[src/rtl/ccff_bitstream_loader_pkg.sv]
// ccff_pkg: shared loader state encoding and byte-width constants
//   state_t : loader FSM states
//   BYTE_W  : bitstream byte width
//   NB_W    : width of a per-byte bit counter (0..BYTE_W)
package ccff_pkg;
   typedef enum logic [1:0] {IDLE, LOAD, SHIFT, DONE} state_t;
   localparam int BYTE_W = 8;
   localparam int NB_W = $clog2(BYTE_W + 1);
endpackage

[src/rtl/ccff_bitstream_loader_if.sv]
// ccff_bitstream_loader_if: byte input port, chain head outputs and status of the loader
//   start/abort          : control requests
//   din/din_valid/ready  : bitstream byte handshake
//   ccff_head/shift_en   : serial bit and clock-gate enable for the chain
//   busy/cfg_done        : status
//   bits_left            : config bits still to shift
interface ccff_bitstream_loader_if #(parameter int CNT_W = 11);
   import ccff_pkg::*;
   logic start;
   logic abort;
   logic [BYTE_W-1:0] din;
   logic din_valid;
   logic din_ready;
   logic ccff_head;
   logic ccff_shift_en;
   logic busy;
   logic cfg_done;
   logic [CNT_W-1:0] bits_left;
   modport master(
      output start, abort, din, din_valid,
      input  din_ready, ccff_head, ccff_shift_en, busy, cfg_done, bits_left
   );
   modport slave(
      input  start, abort, din, din_valid,
      output din_ready, ccff_head, ccff_shift_en, busy, cfg_done, bits_left
   );
endinterface

[src/rtl/ccff_byte_serializer.sv]
// ccff_byte_serializer: MSB-first byte shift register with a count of bits still to present
//   prog_clk, pReset : clock, async active-low reset
//   i_clear          : drop any held byte (highest priority)
//   i_load           : capture i_din with i_nbits valid bits (wins over i_advance)
//   i_advance        : the current head bit has been shifted into the chain
//   o_head           : current head bit (flop output, 0 when nothing is held)
//   o_last           : the head bit is the last valid bit of the held byte
module ccff_byte_serializer
   import ccff_pkg::*;
(
   input  logic              prog_clk,
   input  logic              pReset,
   input  logic              i_clear,
   input  logic              i_load,
   input  logic              i_advance,
   input  logic [BYTE_W-1:0] i_din,
   input  logic [NB_W-1:0]   i_nbits,
   output logic              o_head,
   output logic              o_last
);
   logic [BYTE_W-1:0] r_shreg;
   logic [NB_W-1:0]   r_nbits;
   // Zeroing on the last bit keeps the head flop at 0 whenever nothing is shifting,
   // which also discards the unused tail of a partial final byte.
   always_ff @(posedge prog_clk or negedge pReset)
      if (!pReset) begin
         r_shreg <= '0;
         r_nbits <= '0;
      end else if (i_clear) begin
         r_shreg <= '0;
         r_nbits <= '0;
      end else if (i_load) begin
         r_shreg <= i_din;
         r_nbits <= i_nbits;
      end else if (i_advance) begin
         r_shreg <= o_last ? '0 : r_shreg << 1;
         r_nbits <= r_nbits - NB_W'(1);
      end
   assign o_head = r_shreg[BYTE_W-1];
   assign o_last = r_nbits == NB_W'(1);
endmodule

[src/rtl/ccff_bitstream_loader.sv]
// ccff_bitstream_loader: serialises bitstream bytes MSB-first onto the config chain head
//   prog_clk : programming clock
//   pReset   : asynchronous active-low reset
//   bus      : slave side of ccff_bitstream_loader_if (control, byte handshake, chain outputs, status)
module ccff_bitstream_loader
   import ccff_pkg::*;
#(
   parameter int CHAIN_LEN = 1024,
   parameter int CNT_W     = $clog2(CHAIN_LEN + 1)
) (
   input logic prog_clk,
   input logic pReset,
   ccff_bitstream_loader_if.slave bus
);
   state_t           r_state;
   state_t           w_state_nx;
   logic [CNT_W-1:0] r_bits_left;
   logic [CNT_W-1:0] w_rem;
   logic             r_shift_en;
   logic             r_cfg_done;
   logic             w_start_ok;
   logic             w_final;
   logic             w_xfer;
   logic             w_last;
   logic             w_head;
   logic             w_clear;
   logic             w_load;
   logic             w_advance;
   logic [NB_W-1:0]  w_nbits;
   ccff_byte_serializer u_ser (
      .prog_clk (prog_clk),
      .pReset   (pReset),
      .i_clear  (w_clear),
      .i_load   (w_load),
      .i_advance(w_advance),
      .i_din    (bus.din),
      .i_nbits  (w_nbits),
      .o_head   (w_head),
      .o_last   (w_last)
   );
   always_ff @(posedge prog_clk or negedge pReset)
      if (!pReset) r_state <= IDLE;
      else r_state <= w_state_nx;
   always_comb
      w_state_nx = bus.abort ? IDLE :
                   w_start_ok ? LOAD :
                   (r_state == LOAD && w_xfer) ? SHIFT :
                   (r_state == SHIFT && w_last) ? (w_final ? DONE : w_xfer ? SHIFT : LOAD) :
                   r_state;
   always_comb begin
      w_start_ok    = bus.start && (r_state == IDLE || r_state == DONE);
      // w_final: the bit on the head now is the last bit of the whole chain
      w_final       = r_state == SHIFT && w_last && r_bits_left == CNT_W'(1);
      // Ready in the last bit of a byte so the next byte follows without a bubble;
      // withheld during abort so the source never sees a byte accepted and then lost.
      bus.din_ready = !bus.abort && (r_state == LOAD || (r_state == SHIFT && w_last && !w_final));
      w_xfer        = bus.din_valid && bus.din_ready;
      bus.busy      = r_state == LOAD || r_state == SHIFT;
      // Bits remaining once the current head bit is gone; sizes the byte being accepted.
      w_rem         = r_state == SHIFT ? r_bits_left - CNT_W'(1) : r_bits_left;
      w_nbits       = 32'(w_rem) >= BYTE_W ? NB_W'(BYTE_W) : NB_W'(w_rem);
      w_clear       = bus.abort || w_start_ok;
      w_load        = w_xfer;
      w_advance     = r_state == SHIFT;
   end
   // shift_en and cfg_done are dedicated flops so the fabric clock gate sees a clean enable.
   always_ff @(posedge prog_clk or negedge pReset)
      if (!pReset) begin
         r_shift_en  <= 1'b0;
         r_cfg_done  <= 1'b0;
         r_bits_left <= '0;
      end else begin
         r_shift_en  <= w_state_nx == SHIFT;
         r_cfg_done  <= w_state_nx == DONE;
         r_bits_left <= bus.abort ? '0 :
                        w_start_ok ? CNT_W'(CHAIN_LEN) :
                        (r_state == SHIFT && r_bits_left != '0) ? r_bits_left - CNT_W'(1) :
                        r_bits_left;
      end
   assign bus.ccff_head     = w_head;
   assign bus.ccff_shift_en = r_shift_en;
   assign bus.cfg_done      = r_cfg_done;
   assign bus.bits_left     = r_bits_left;
endmodule

[src/flat_wrapper.sv]
// flat-port wrapper written by rule: the top's interface ports become plain ports
module ccff_bitstream_loader_flat import ccff_pkg::*;
#(
   parameter int CHAIN_LEN = 1024,
   parameter int CNT_W     = $clog2(CHAIN_LEN + 1)
)
  (prog_clk, pReset, bus_start, bus_abort, bus_din, bus_din_valid, bus_din_ready, bus_ccff_head, bus_ccff_shift_en, bus_busy, bus_cfg_done, bus_bits_left);
  ccff_bitstream_loader_if #(.CNT_W(CNT_W)) bus_i ();
  input logic prog_clk;
  input logic pReset;
  input wire logic [$bits(bus_i.start)-1:0] bus_start;
  input wire logic [$bits(bus_i.abort)-1:0] bus_abort;
  input wire logic [$bits(bus_i.din)-1:0] bus_din;
  input wire logic [$bits(bus_i.din_valid)-1:0] bus_din_valid;
  output wire logic [$bits(bus_i.din_ready)-1:0] bus_din_ready;
  output wire logic [$bits(bus_i.ccff_head)-1:0] bus_ccff_head;
  output wire logic [$bits(bus_i.ccff_shift_en)-1:0] bus_ccff_shift_en;
  output wire logic [$bits(bus_i.busy)-1:0] bus_busy;
  output wire logic [$bits(bus_i.cfg_done)-1:0] bus_cfg_done;
  output wire logic [$bits(bus_i.bits_left)-1:0] bus_bits_left;
  assign bus_i.start = bus_start;
  assign bus_i.abort = bus_abort;
  assign bus_i.din = bus_din;
  assign bus_i.din_valid = bus_din_valid;
  assign bus_din_ready = bus_i.din_ready;
  assign bus_ccff_head = bus_i.ccff_head;
  assign bus_ccff_shift_en = bus_i.ccff_shift_en;
  assign bus_busy = bus_i.busy;
  assign bus_cfg_done = bus_i.cfg_done;
  assign bus_bits_left = bus_i.bits_left;
  ccff_bitstream_loader #(.CHAIN_LEN(CHAIN_LEN), .CNT_W(CNT_W)) u_core (.prog_clk(prog_clk), .pReset(pReset), .bus(bus_i));
endmodule
[config.mk]
export PLATFORM = sky130hd
export DESIGN_NAME = ccff_bitstream_loader_flat
export DESIGN_NICKNAME = d
export VERILOG_FILES = /design/src/rtl/ccff_bitstream_loader_pkg.sv /design/src/rtl/ccff_bitstream_loader_if.sv /design/src/rtl/ccff_byte_serializer.sv /design/src/rtl/ccff_bitstream_loader.sv /design/src/flat_wrapper.sv
export SDC_FILE = /design/constraint.sdc
export NUM_CORES = 1
export LEC_CHECK = 0
export CAP_MARGIN = 0
export CORE_MARGIN = 2
export CORE_UTILIZATION = 48
export CTS_BUF_LIST = sky130_fd_sc_hd__clkbuf_4 sky130_fd_sc_hd__clkbuf_8 sky130_fd_sc_hd__clkbuf_16
export CTS_CLUSTER_SIZE = 14
export DETAILED_ROUTE_END_ITERATION = 6
export PLACE_DENSITY = 0.81
export SYNTH_ARGS = -nofsm -noshare
export SYNTH_HDL_FRONTEND = slang
export SYNTH_SLANG_ARGS = --single-unit
[constraint.sdc]
create_clock -name prog_clk -period 2.1 [get_ports prog_clk]
set_input_delay 0.42 -clock prog_clk [delete_from_list [all_inputs] [get_ports prog_clk]]
set_output_delay 0.42 -clock prog_clk [all_outputs]
set_load 0.1 [all_outputs]
### After elaboration in Yosys (flattened, before gate mapping)

Index checks and enable logic that the tools add are counted.

| operators by class | value |
|---|---|
| add/sub/neg operators | 2 |
| $lt $le $gt $ge | 1 |
| equal/unequal tests | 7 |
| mux-type cells | 18 |
| reduce and logical (&&, ||, !) cells | 18 |

Operators with widths:

| kind | number |
|---|---|
| 11-bit two-way mux | 4 |
| 8-bit two-way mux | 4 |
| 4-bit two-way mux | 4 |
| 2-bit two-way mux | 6 |
| 11-bit by 1-bit == test with 1-bit output (second input constant) | 1 |
| 11-bit by 4-bit greater-or-equal comparator with 1-bit output (second input constant) | 1 |
| 11-bit nonzero test | 1 |
| 11-bit by 1-bit subtractor with 11-bit output (second input constant) | 1 |
| 2-bit == test (second input constant) | 4 |
| 1-bit logical AND | 8 |
| 3-bit nonzero test | 2 |
| 4-bit by 1-bit == test with 1-bit output (second input constant) | 1 |
| 1-bit logical OR | 4 |
| 4-bit by 1-bit subtractor with 4-bit output (second input constant) | 1 |
| 2-bit by 1-bit == test with 1-bit output (second input constant) | 1 |
| 1-bit zero test | 2 |
| 2-bit zero test | 1 |

| word-level totals | value |
|---|---|
| register bits after elaboration | 27 |
| bits of input ports | 13 |
| output and inout bits | 16 |
| logic and storage cells | 52 |

### Depth between registers and ports, before layout

Gate-level depths: netlist of run 1.

| logic depth | value |
|---|---|
| word-level depth | 15 |
| gate-level depth with buffers | 9 |

### Hierarchy

From an unflattened synthesis of run 1, not the netlist that was laid out.

| second synthesis, totals | value |
|---|---|
| cells, all modules | 198 |
| area total of the unflattened synthesis | 1818.0 µm² |

By module, submodules not included:

| module | times used | cells an instance | area an instance (µm²) | sequential area each (µm²) |
|---|---|---|---|---|
| ccff_bitstream_loader | 1 | 140 | 1149.9 | 375.4 |
| ccff_byte_serializer | 1 | 58 | 668.1 | 300.3 |

### Worst setup path before layout of run 1

Ideal clock, no wire load.

| path | value |
|---|---|
| kind | flip-flop to output port |
| from | register u_core.r_bits_left[1] (netlist: u_core.bus.bits_left[1]) |
| to | output port bus_din_ready |
| arrival | 3336 ps |
| setup slack | -1656 ps |
| cell stages (with the launch flop) | 6 |
| path buffers | 0 |
| path through | dfrtp_1 > inv_1 > ha_1 > nor3b_1 > a31o_2 > a21oi_1 |

| on the way | value |
|---|---|
| longest elaborated chain between the ends | 6 |

RTL lines:

| element | line | RTL |
|---|---|---|
| from (decl) | ccff_bitstream_loader.sv:17 | `logic [CNT_W-1:0] r_bits_left;` |
| from (signal assigned) | ccff_bitstream_loader.sv:75 | `r_bits_left <= bus.abort ? '0 :` |
| 11-bit by 1-bit == test with 1-bit output | ccff_bitstream_loader.sv:53 | `w_final = r_state == SHIFT && w_last && r_bits_left == CNT_W'(1);` |
| 1-bit logical AND | ccff_bitstream_loader.sv:53 |  |
| 1-bit zero test | ccff_bitstream_loader.sv:56 | `bus.din_ready = !bus.abort && (r_state == LOAD \|\| (r_state == SHIFT && w_last && !w_final));` |
| 1-bit logical AND | ccff_bitstream_loader.sv:56 |  |
| 1-bit logical OR | ccff_bitstream_loader.sv:56 |  |
| 1-bit logical AND | ccff_bitstream_loader.sv:56 |  |
| to (decl) | flat_wrapper.sv:15 | `output wire logic [$bits(bus_i.din_ready)-1:0] bus_din_ready;` |

No other way between the ends.

### Worst setup path in the final report of run 1

| path | value |
|---|---|
| from | register u_core.r_bits_left[0] (netlist: u_core.bus.bits_left[0]) |
| to | output port bus_din_ready |

The elaborated chain is that of the path after synthesis.

==> results of run 1 <==
==> registers in the layout (all words and copies together), names as in the netlist <==
name	cells
u_core.bus.bits_left	11
u_core.bus.ccff_shift_en	1
u_core.bus.cfg_done	1
u_core.r_state	2
u_core.u_ser.r_nbits	4
u_core.u_ser.r_shreg	8
==> through the flow <==
step / hold slack, ps / setup WS, ps
floorplan: 124.4 / -165.4
global placement: 534.4 / -4.488
detailed placement: 554.8 / -72.60
CTS: 441.6 / -62.74
global route: 437.1 / -132.0
finish: 433.7 / -69.43
==> power by group through the flow <==
stage	Combinational (uW)	Clock [uW]	Sequential, uW
after floorplan	125	0	594
after global placement	259	0	562
after detailed placement	262	0	562
after CTS	273	241	552
after global routing	295	266	555
final	275	232	553
==> path summary, 6_finish.rpt <==
kind,startpoint,end,depth (start not counted)
max,u_core.bus.bits_left[0],bus_din_ready,5
min,pReset,u_core.bus.bits_left[3],2
max reg2reg,u_core.bus.bits_left[0],u_core.u_ser.r_nbits[3],7
min reg2reg,u_core.u_ser.r_shreg[6],u_core.u_ser.r_shreg[7],2
max in group asynchronous,pReset,u_core.bus.bits_left[8],2
min in group prog_clk,u_core.u_ser.r_shreg[6],u_core.u_ser.r_shreg[7],2
==> cell families after synthesis <==
| group | Yosys count | synth area share (%) |
|---|---|---|
| AO/OA/AOI/OAI | 46 | 19.62 |
| XOR/XNOR | 11 | 5.596 |
| adder cells (fa/ha/maj) | 6 | 4.360 |
| buffers and inverters | 22 | 5.595 |
| flip-flops | 27 | 39.24 |
| multiplexers | 2 | 1.163 |
| AND/OR/NAND/NOR | 72 | 24.42 |
==> placed cells by master, fill, tap and decap left out, types with 3 or more instances in the layout <==
cell type,instances
dfrtp_1,16
nand2_1,15
dfrtp_2,6
xor2_1,9
clkbuf_4,3
a221oi_1,7
inv_1,10
dfrtp_4,5
nor2_1,22
o21ai_0,3
or3_1,3
nand3_1,5
a21oi_1,11
a31oi_1,4
buf_4,40
buf_12,3
a211oi_1,3
clkdlybuf4s50_1,12
==> cell type report <==
class / instances / share of cell area (%)
repair buffers: 55 / 20.38
clock inverters: 1 / 0.2123
well taps: 46 / 2.442
flip-flops and latches: 27 / 29.78
multi-input cells: 137 / 44.32
inverters: 12 / 1.911
clock buffers: 3 / 0.9554
==> metal layers <==
| metal | vias to the layer above | GRT usage [%] | wire, um |
|---|---|---|---|
| met5 | - | 0 | 0 |
| met4 | 0 | 7.337 | 55 |
| met3 | 7 | 2.465 | 126 |
| met2 | 33 | 34.11 | 1977 |
| met1 | 761 | 27.36 | 1795 |
| li1 | 777 | - | - |
==> repair_timing <==
action,4_1_cts,5_1_grt
buffers inserted,3,1
pin swaps,1,1
setup endpoints to repair,2,12
hold endpoints to repair,0,0
resized for setup,9,4
==> impl_metrics.py, run 1 <==
metrics = {
    "sta": {
        "timing_max_transition_violations_final": 0,
        "grt_setup_unrepaired": "yes",
        "fmax_ghz": 0.4610,
        "setup_viol_count_final": 1,
        "setup_ws_ps": -69.43,
        "max-slew-margin-rel_pct": 66.30,
        "totalNegativeSetupSlack_ps": -69.43,
        "clock_tree_skew_after_final_layout_ps": 9.313,
        "min_period_ps": 2169,
        "finalHoldViolCount": 0,
        "timing_worst_slew_pin_value_ps": 505.5,
        "final_min_period_over_clock_period_pct": 103.3,
    },
    "global_route": {
        "vias_in_the_first_global_route": 1488,
        "first_pass_grt_wire_length_um": 6693,
        "largest_net_degree_at_the_start_of_global_routing": 28,
        "globalRoute.totalOverflow": 0,
        "antenna_found_initial": 0,
        "global_route.usage.total_pct": 20.50,
    },
    "synthesis": {
        "synth.net_count": 205,
        "post-synth-top-count-cell": "dfrtp_1",
        "async_flop_share_pct": 100.0,
        "synth_flop_cell": "dfrtp_1",
        "synth_seq_area_share_pct": 39.24,
        "synth-warning-count": 0,
        "synth.area.top_cells": "dfrtp_1, nor2_1, xor2_1",
        "synthesis.area_mm2": 0.001722,
        "portion_of_synthesized_cell_area_occupied_by_the_leading_cell_type_pct": 39.24,
        "synth.largest_area_cell": "dfrtp_1",
        "synth.top_cells.by_count": "dfrtp_1, nor2_1, nand2_1",
        "yosysUniqueCellTypes": 51,
        "synth_enable_flop_cells": 0,
        "syn_inst": 186,
        "average_footprint_of_a_synthesized_cell_um2": 9.256,
        "flip_flop_and_latch_count_after_synthesis": 27,
    },
    "route": {
        "detail-route-antenna-nets": 0,
        "first_pass_iters": 4,
        "avgViaCountPerCell": 5.616,
        "drc_marker_count_from_the_first_detailed_route_iteration": 87,
        "post_drt_wl_per_cell_um": 14.07,
        "detail_route.wirelength_um": 3954,
        "post-route-drc-count": 0,
        "detailroute.via_count": 1578,
    },
    "final_layout": {
        "num-nets-final": 255,
        "antenna-diode-count": 0,
        "seq_area_um2": 701.9,
        "final_core_utilization_pct": 69.55,
        "final_layout_size_suffix_gt1_share_pct": 34.47,
        "finish.cell_count_without_fillers": 281,
        "flow.area_growth_from_synthesis_pct": 36.92,
        "fillerInstances": 260,
        "multiInputGateArea_mm2": 0.001045,
        "fin_area_mm2": 0.002357,
    },
    "critical_path": {
        "criticalPathCategory": "flip-flop to output port",
        "critical_path.slowest_cell": "dfrtp_4",
        "r2r_slack_ps": 110,
        "cp-start-kind": "flip-flop",
        "critPathMaxStageDelay_ps": 530,
        "crit_path_cell_trace": "ha_4 -> nor3b_4 -> a31o_4 -> a21oi_4 -> buf_12",
        "critical_path.top_delay_family": "flip-flops",
        "worstPathMaxFanout": 3,
        "critical_path.endpoint_type": "output port",
        "cp.arrival_ps": 1750,
        "crit_required_ps": 1680,
        "critical_path.n_buffers_inverters": 1,
    },
    "clocking": {
        "cts_hold_buffers": 0,
        "clockRootBuffer": "clkbuf_4",
        "cts-buffers-inserted": 3,
        "cts_sinks": 27,
        "clk_pin_slew_worst_paths_ps": 150,
        "clock_path_buffers": 2,
        "cts_tree": "yes",
        "worstSkewPairLatency_ps": 330,
        "htreeDepth": 1,
    },
    "pwr": {
        "ir_worst_vdd_mv": 0.2714,
        "clock_power_share_pct": 21.9,
        "p_int_uw": 722.0,
        "total_power_uw": 1060,
        "share_seq_of_total_power_pct": 52.2,
        "netSwitchingFraction_pct": 31.87,
        "net-switching-power_uw": 337.7,
        "cellPowerDensity_mw_per_mm2": 449.5,
        "power.leakage_uw": 0.0009914,
        "share_comb_of_total_power_pct": 26.0,
    },
    "outcome": {
        "status": "finished with violations",
        "violations": "setup timing",
    },
    "placement": {
        "placed_cell_area_mm2": 0.002218,
        "io_buffer_count": 28,
        "gp_congestion": 0.8231,
        "detailed_place_hpwl_um": 2857,
        "place_inst": 273,
    },
    "floorplanning": {
        "die_area_mm2": 0.004082,
        "floorplan.die.width_um": 63.89,
        "placementRows": 21,
        "total_i_o_pin_count": 29,
        "initial_core_util_pct": 50.79,
        "core_region_area_mm2": 0.003390,
        "floorplan.die.height_um": 63.89,
    },
    "flow_run": {
        "drv.max_cap_violation_count": 0,
    },
    "min_path": {
        "worstHoldPathType": "primary input to async pin",
    },
}
Power figures use the tool's default switching activity.
==> run 2, diff against run 1 <==
- CAP_MARGIN: 0 -> 10
- SLEW_MARGIN: default -> 10
- TNS_END_PERCENT: default -> 10
==> impl_metrics.py, run 2 (synthesis gave the netlist of run 1 again) <==
metrics = {
    "sta": {
        "grt_setup_unrepaired": "yes",
        "min_period_ps": 2139,
        "setup_ws_ps": -38.78,
        "timing_max_transition_violations_final": 0,
        "final_min_period_over_clock_period_pct": 101.8,
        "clock_tree_skew_after_final_layout_ps": 10.72,
        "fmax_ghz": 0.4676,
        "timing_worst_slew_pin_value_ps": 533.7,
        "max-slew-margin-rel_pct": 64.42,
        "setup_viol_count_final": 3,
        "fin_worst_hold_slack_ps": 431.2,
        "finalHoldViolCount": 0,
    },
    "route": {
        "first_pass_iters": 4,
        "detailroute.via_count": 1613,
        "post-route-drc-count": 0,
        "avgViaCountPerCell": 5.700,
        "drc_marker_count_from_the_first_detailed_route_iteration": 98,
        "detail-route-antenna-nets": 0,
        "detail_route.wirelength_um": 4128,
        "post_drt_wl_per_cell_um": 14.59,
    },
    "clocking": {
        "cts_sinks": 27,
        "clock_path_buffers": 2,
        "cts-buffers-inserted": 3,
        "clockRootBuffer": "clkbuf_4",
        "htreeDepth": 1,
        "worstSkewPairLatency_ps": 330,
        "cts_tree": "yes",
        "clk_pin_slew_worst_paths_ps": 160,
    },
    "outcome": {
        "status": "finished with violations",
        "violations": "setup timing",
    },
    "placement": {
        "detailed_place_hpwl_um": 2861,
        "gp_congestion": 0.8492,
        "io_buffer_count": 28,
        "dp_worst_setup_slack_ps": -34.09,
    },
    "final_layout": {
        "final_layout_size_suffix_gt1_share_pct": 35.02,
        "flow.area_growth_from_synthesis_pct": 36.92,
        "layout_commonest_cell": "buf_4",
        "antenna-diode-count": 0,
        "num-nets-final": 257,
        "layout_common_cells": "buf_4, nor2_1, dfrtp_1",
        "largest_register_ffs": 11,
    },
    "pwr": {
        "total_power_uw": 1063,
        "ir_worst_vdd_mv": 0.2719,
        "power.leakage_uw": 0.0009902,
        "cellPowerDensity_mw_per_mm2": 450.9,
    },
    "critical_path": {
        "cp-start-kind": "flip-flop",
        "criticalPathCategory": "flip-flop to output port",
        "critical_path.endpoint_type": "output port",
        "crit_required_ps": 1680,
        "worstPathMaxFanout": 2,
        "cp.arrival_ps": 1720,
    },
    "global_route": {
        "first_pass_grt_wire_length_um": 6913,
        "vias_in_the_first_global_route": 1514,
        "globalRoute.totalOverflow": 0,
        "largest_net_degree_at_the_start_of_global_routing": 28,
        "antenna_found_initial": 0,
        "global_route.usage.total_pct": 21.02,
    },
    "min_path": {
        "worstHoldPathType": "primary input to async pin",
    },
    "flow_run": {
        "drv.max_cap_violation_count": 0,
    },
    "floorplanning": {
        "die_area_mm2": 0.004082,
        "core_region_area_mm2": 0.003390,
        "total_i_o_pin_count": 29,
        "initial_core_util_pct": 50.79,
        "floorplan.die.height_um": 63.89,
        "placementRows": 21,
        "floorplan.die.width_um": 63.89,
    },
}
-- run 2: worst paths after layout --
kind	start	to	slack, ps	cells after the start
max	u_core.bus.bits_left[0]	bus_din_ready	-40	5
min	pReset	u_core.bus.bits_left[6]	430	2
max reg2reg	u_core.bus.bits_left[0]	u_core.u_ser.r_nbits[3]	-20	9
min reg2reg	u_core.u_ser.r_shreg[3]	u_core.u_ser.r_shreg[4]	590	2
max in group asynchronous	pReset	u_core.bus.bits_left[0]	1370	2
min in group prog_clk	u_core.u_ser.r_shreg[3]	u_core.u_ser.r_shreg[4]	590	2
-- run 2: critical path, cell delays in order (launching register included) --
cell and delay [ps]:
dfrtp_4 500, ha_2 180, nor3b_4 150, a31o_4 240, a21oi_4 140, buf_12 180
-- run 2: final cells by class --
cell class / count / area [um^2]
Clock inverter: 1 / 7.507
Fill cell: 277 / 1032
Timing Repair Buffer: 57 / 486.7
Clock buffer: 3 / 22.52
Multi-Input combinational cell: 137 / 1039
Inverter: 12 / 45.04
Sequential cell: 27 / 699.4
Tap cell: 46 / 57.56
-- run 2: metal layers --
layer | up-vias | track usage, % | share of wire, %
li1 | 776 | - | -
met1 | 771 | 29.45 | 46
met3 | 9 | 2.289 | 4.8
met4 | 0 | 5.707 | 1.6
met2 | 57 | 34.51 | 48
met5 | - | 0 | 0
-- run 2: report_power, final --
part           switching, uW  internal (uW)
registers               15.8            538
logic                    163            112
clock network            162           72.8
total                    340            722
-- run 2: through the flow --
step	util [%]	TNS (ps)	instance area, um^2	instances
6_report	69.55	-64.04	2357	283
5_1_grt	69.55	-756.1	2357	283
4_1_cts	68.48	-51.70	2321	280
3_5_place_dp	64.56	-148.5	2188	271
3_3_place_gp	64.56	0	2188	271
2_1_floorplan	-	-1274	1760	186
-- run 2: timing repair --
action / 4_1_cts / 5_1_grt
hold buffers: 0 / 0
endpoints found under the setup margin: 7 / 17
setup buffers: 5 / 3
gates resized for setup: 10 / 4
pin swaps: 1 / 3
==> run 3, diff against run 2 <==
- CORE_UTILIZATION: 48 -> 55
- DONT_BUFFER_PORTS: default -> 1
- PLACE_DENSITY: 0.81 -> 0.75
- clock period: 2.1 -> 2.3 ns (I/O delays scaled with it)
==> impl_metrics.py, run 3 (synthesis gave the netlist of run 1 again) <==
metrics = {
    "outcome": {
        "status": "finished, final reports clean",
    },
    "route": {
        "post-route-drc-count": 0,
        "avgViaCountPerCell": 6.270,
        "detailroute.via_count": 1530,
        "first_pass_iters": 4,
        "drc_marker_count_from_the_first_detailed_route_iteration": 112,
        "detail-route-antenna-nets": 0,
        "post_drt_wl_per_cell_um": 17.12,
        "detail_route.wirelength_um": 4177,
    },
    "placement": {
        "place_inst": 237,
        "detailed_place_hpwl_um": 3056,
        "io_buffer_count": 0,
        "gp_congestion": 0.8878,
    },
    "global_route": {
        "first_pass_grt_wire_length_um": 6762,
        "vias_in_the_first_global_route": 1461,
        "global_route.usage.total_pct": 25.36,
        "largest_net_degree_at_the_start_of_global_routing": 28,
        "antenna_found_initial": 0,
        "globalRoute.totalOverflow": 0,
    },
    "sta": {
        "timing_worst_slew_pin_value_ps": 593.0,
        "grt_setup_unrepaired": "yes",
        "setup_viol_count_final": 0,
        "final_min_period_over_clock_period_pct": 98.95,
        "timing_max_transition_violations_final": 0,
        "min_period_ps": 2276,
        "fmax_ghz": 0.4394,
        "clock_tree_skew_after_final_layout_ps": 4.062,
        "max-slew-margin-rel_pct": 60.13,
        "finalHoldViolCount": 0,
    },
    "clocking": {
        "clockRootBuffer": "clkbuf_4",
        "cts-buffers-inserted": 3,
        "clock_path_buffers": 2,
        "clk_pin_slew_worst_paths_ps": 140,
        "cts_sinks": 27,
        "htreeDepth": 1,
        "worstSkewPairLatency_ps": 340,
        "cts_tree": "yes",
    },
    "pwr": {
        "net-switching-power_uw": 298.9,
        "share_seq_of_total_power_pct": 53.3,
        "p_int_uw": 645.4,
        "cellPowerDensity_mw_per_mm2": 452.8,
        "power.leakage_uw": 0.0008790,
        "clock_power_share_pct": 23.6,
        "share_comb_of_total_power_pct": 23.1,
        "ir_worst_vdd_mv": 0.3460,
        "netSwitchingFraction_pct": 31.65,
        "total_power_uw": 944.4,
    },
    "floorplanning": {
        "die_area_mm2": 0.003594,
        "core_region_area_mm2": 0.003003,
        "floorplan.die.height_um": 59.95,
        "floorplan.die.width_um": 59.95,
        "initial_core_util_pct": 57.33,
        "placementRows": 20,
        "total_i_o_pin_count": 29,
    },
    "final_layout": {
        "final_layout_size_suffix_gt1_share_pct": 30.81,
        "num-nets-final": 231,
        "largest_register_ffs": 11,
        "layout_common_cells": "buf_4, nor2_1, dfrtp_1",
        "antenna-diode-count": 0,
        "layout_commonest_cell": "buf_4",
        "flow.area_growth_from_synthesis_pct": 21.15,
        "finish.cell_count_without_fillers": 244,
    },
    "flow_run": {
        "drv.max_cap_violation_count": 0,
    },
    "critical_path": {
        "critical_path.endpoint_type": "output port",
        "cp.arrival_ps": 1820,
        "worstPathMaxFanout": 5,
        "criticalPathCategory": "flip-flop to output port",
        "crit_required_ps": 1840,
        "cp-start-kind": "flip-flop",
    },
    "min_path": {
        "worstHoldPathType": "primary input to flip-flop",
    },
}
[run 3: repair_timing]
item                                    in CTS  in global routing
hold buffers                                 2                  0
hold endpoints to repair                    27                  0
buffers inserted                             1                  0
endpoints found under the setup margin       1                  5
gates resized for setup                      4                  6
cloned                                       0                  0
[run 3: area by class of cell]
cell class | count | area, um^2
Multi-Input combinational cell | 137 | 1010
Timing Repair Buffer | 31 | 260.3
Inverter | 12 | 45.04
Tap cell | 33 | 41.29
Sequential cell | 27 | 699.4
Clock buffer | 4 | 30.03
Fill cell | 238 | 917.1
[run 3: final timing paths]
path | from | end | slack (ps) | cells past startpoint
worst max-delay path | u_core.bus.bits_left[0] | bus_din_ready | 20 | 5
worst min-delay path | bus_abort | u_core.bus.bits_left[10] | 160 | 1
worst max register to register | u_core.bus.bits_left[0] | u_core.u_ser.r_nbits[3] | 180 | 8
worst min register to register | u_core.u_ser.r_shreg[4] | u_core.u_ser.r_shreg[4] | 580 | 2
max in group asynchronous | pReset | u_core.bus.bits_left[8] | 1590 | 2
min in group asynchronous | pReset | u_core.bus.bits_left[4] | 540 | 2
[run 3: per-layer routing]
metal  wire length, um  GRT usage, %  up-vias
met1              1816         34.17      733
met2              2068         40.37       58
met5                 0             0        -
met3               199         3.030       13
met4                93         12.38        0
li1                  -             -      726
[run 3: worst max-delay path, cell delays in order (launching register included)]
cell and delay [ps]:
dfrtp_4 540, ha_2 190, nor3b_4 150, a31o_4 260, a21oi_4 150, buf_12 190
[run 3: power by group through the flow]
stage	clock, uW	sequential, uW	combinational (uW)
detailed placement	0	512	194
floorplan	0	542	114
global placement	0	511	187
finish	223	503	218
global route	243	505	234
CTS	228	502	218
[run 3: through the flow]
step | utilization [%] | hold slack (ps) | area [um^2] | TNS [ps] | setup WS [ps]
2_1_floorplan | - | 164.4 | 1760 | -5.417 | -5.417
3_3_place_gp | 65.67 | 165.0 | 1972 | 0 | 208.9
3_5_place_dp | 65.67 | 164.9 | 1972 | 0 | 88.44
4_1_cts | 68.79 | 149.6 | 2066 | 0 | 4.642
5_1_grt | 69.46 | 138.8 | 2086 | -39.59 | -39.59
6_report | 69.46 | 156.2 | 2086 | 0 | 24.25
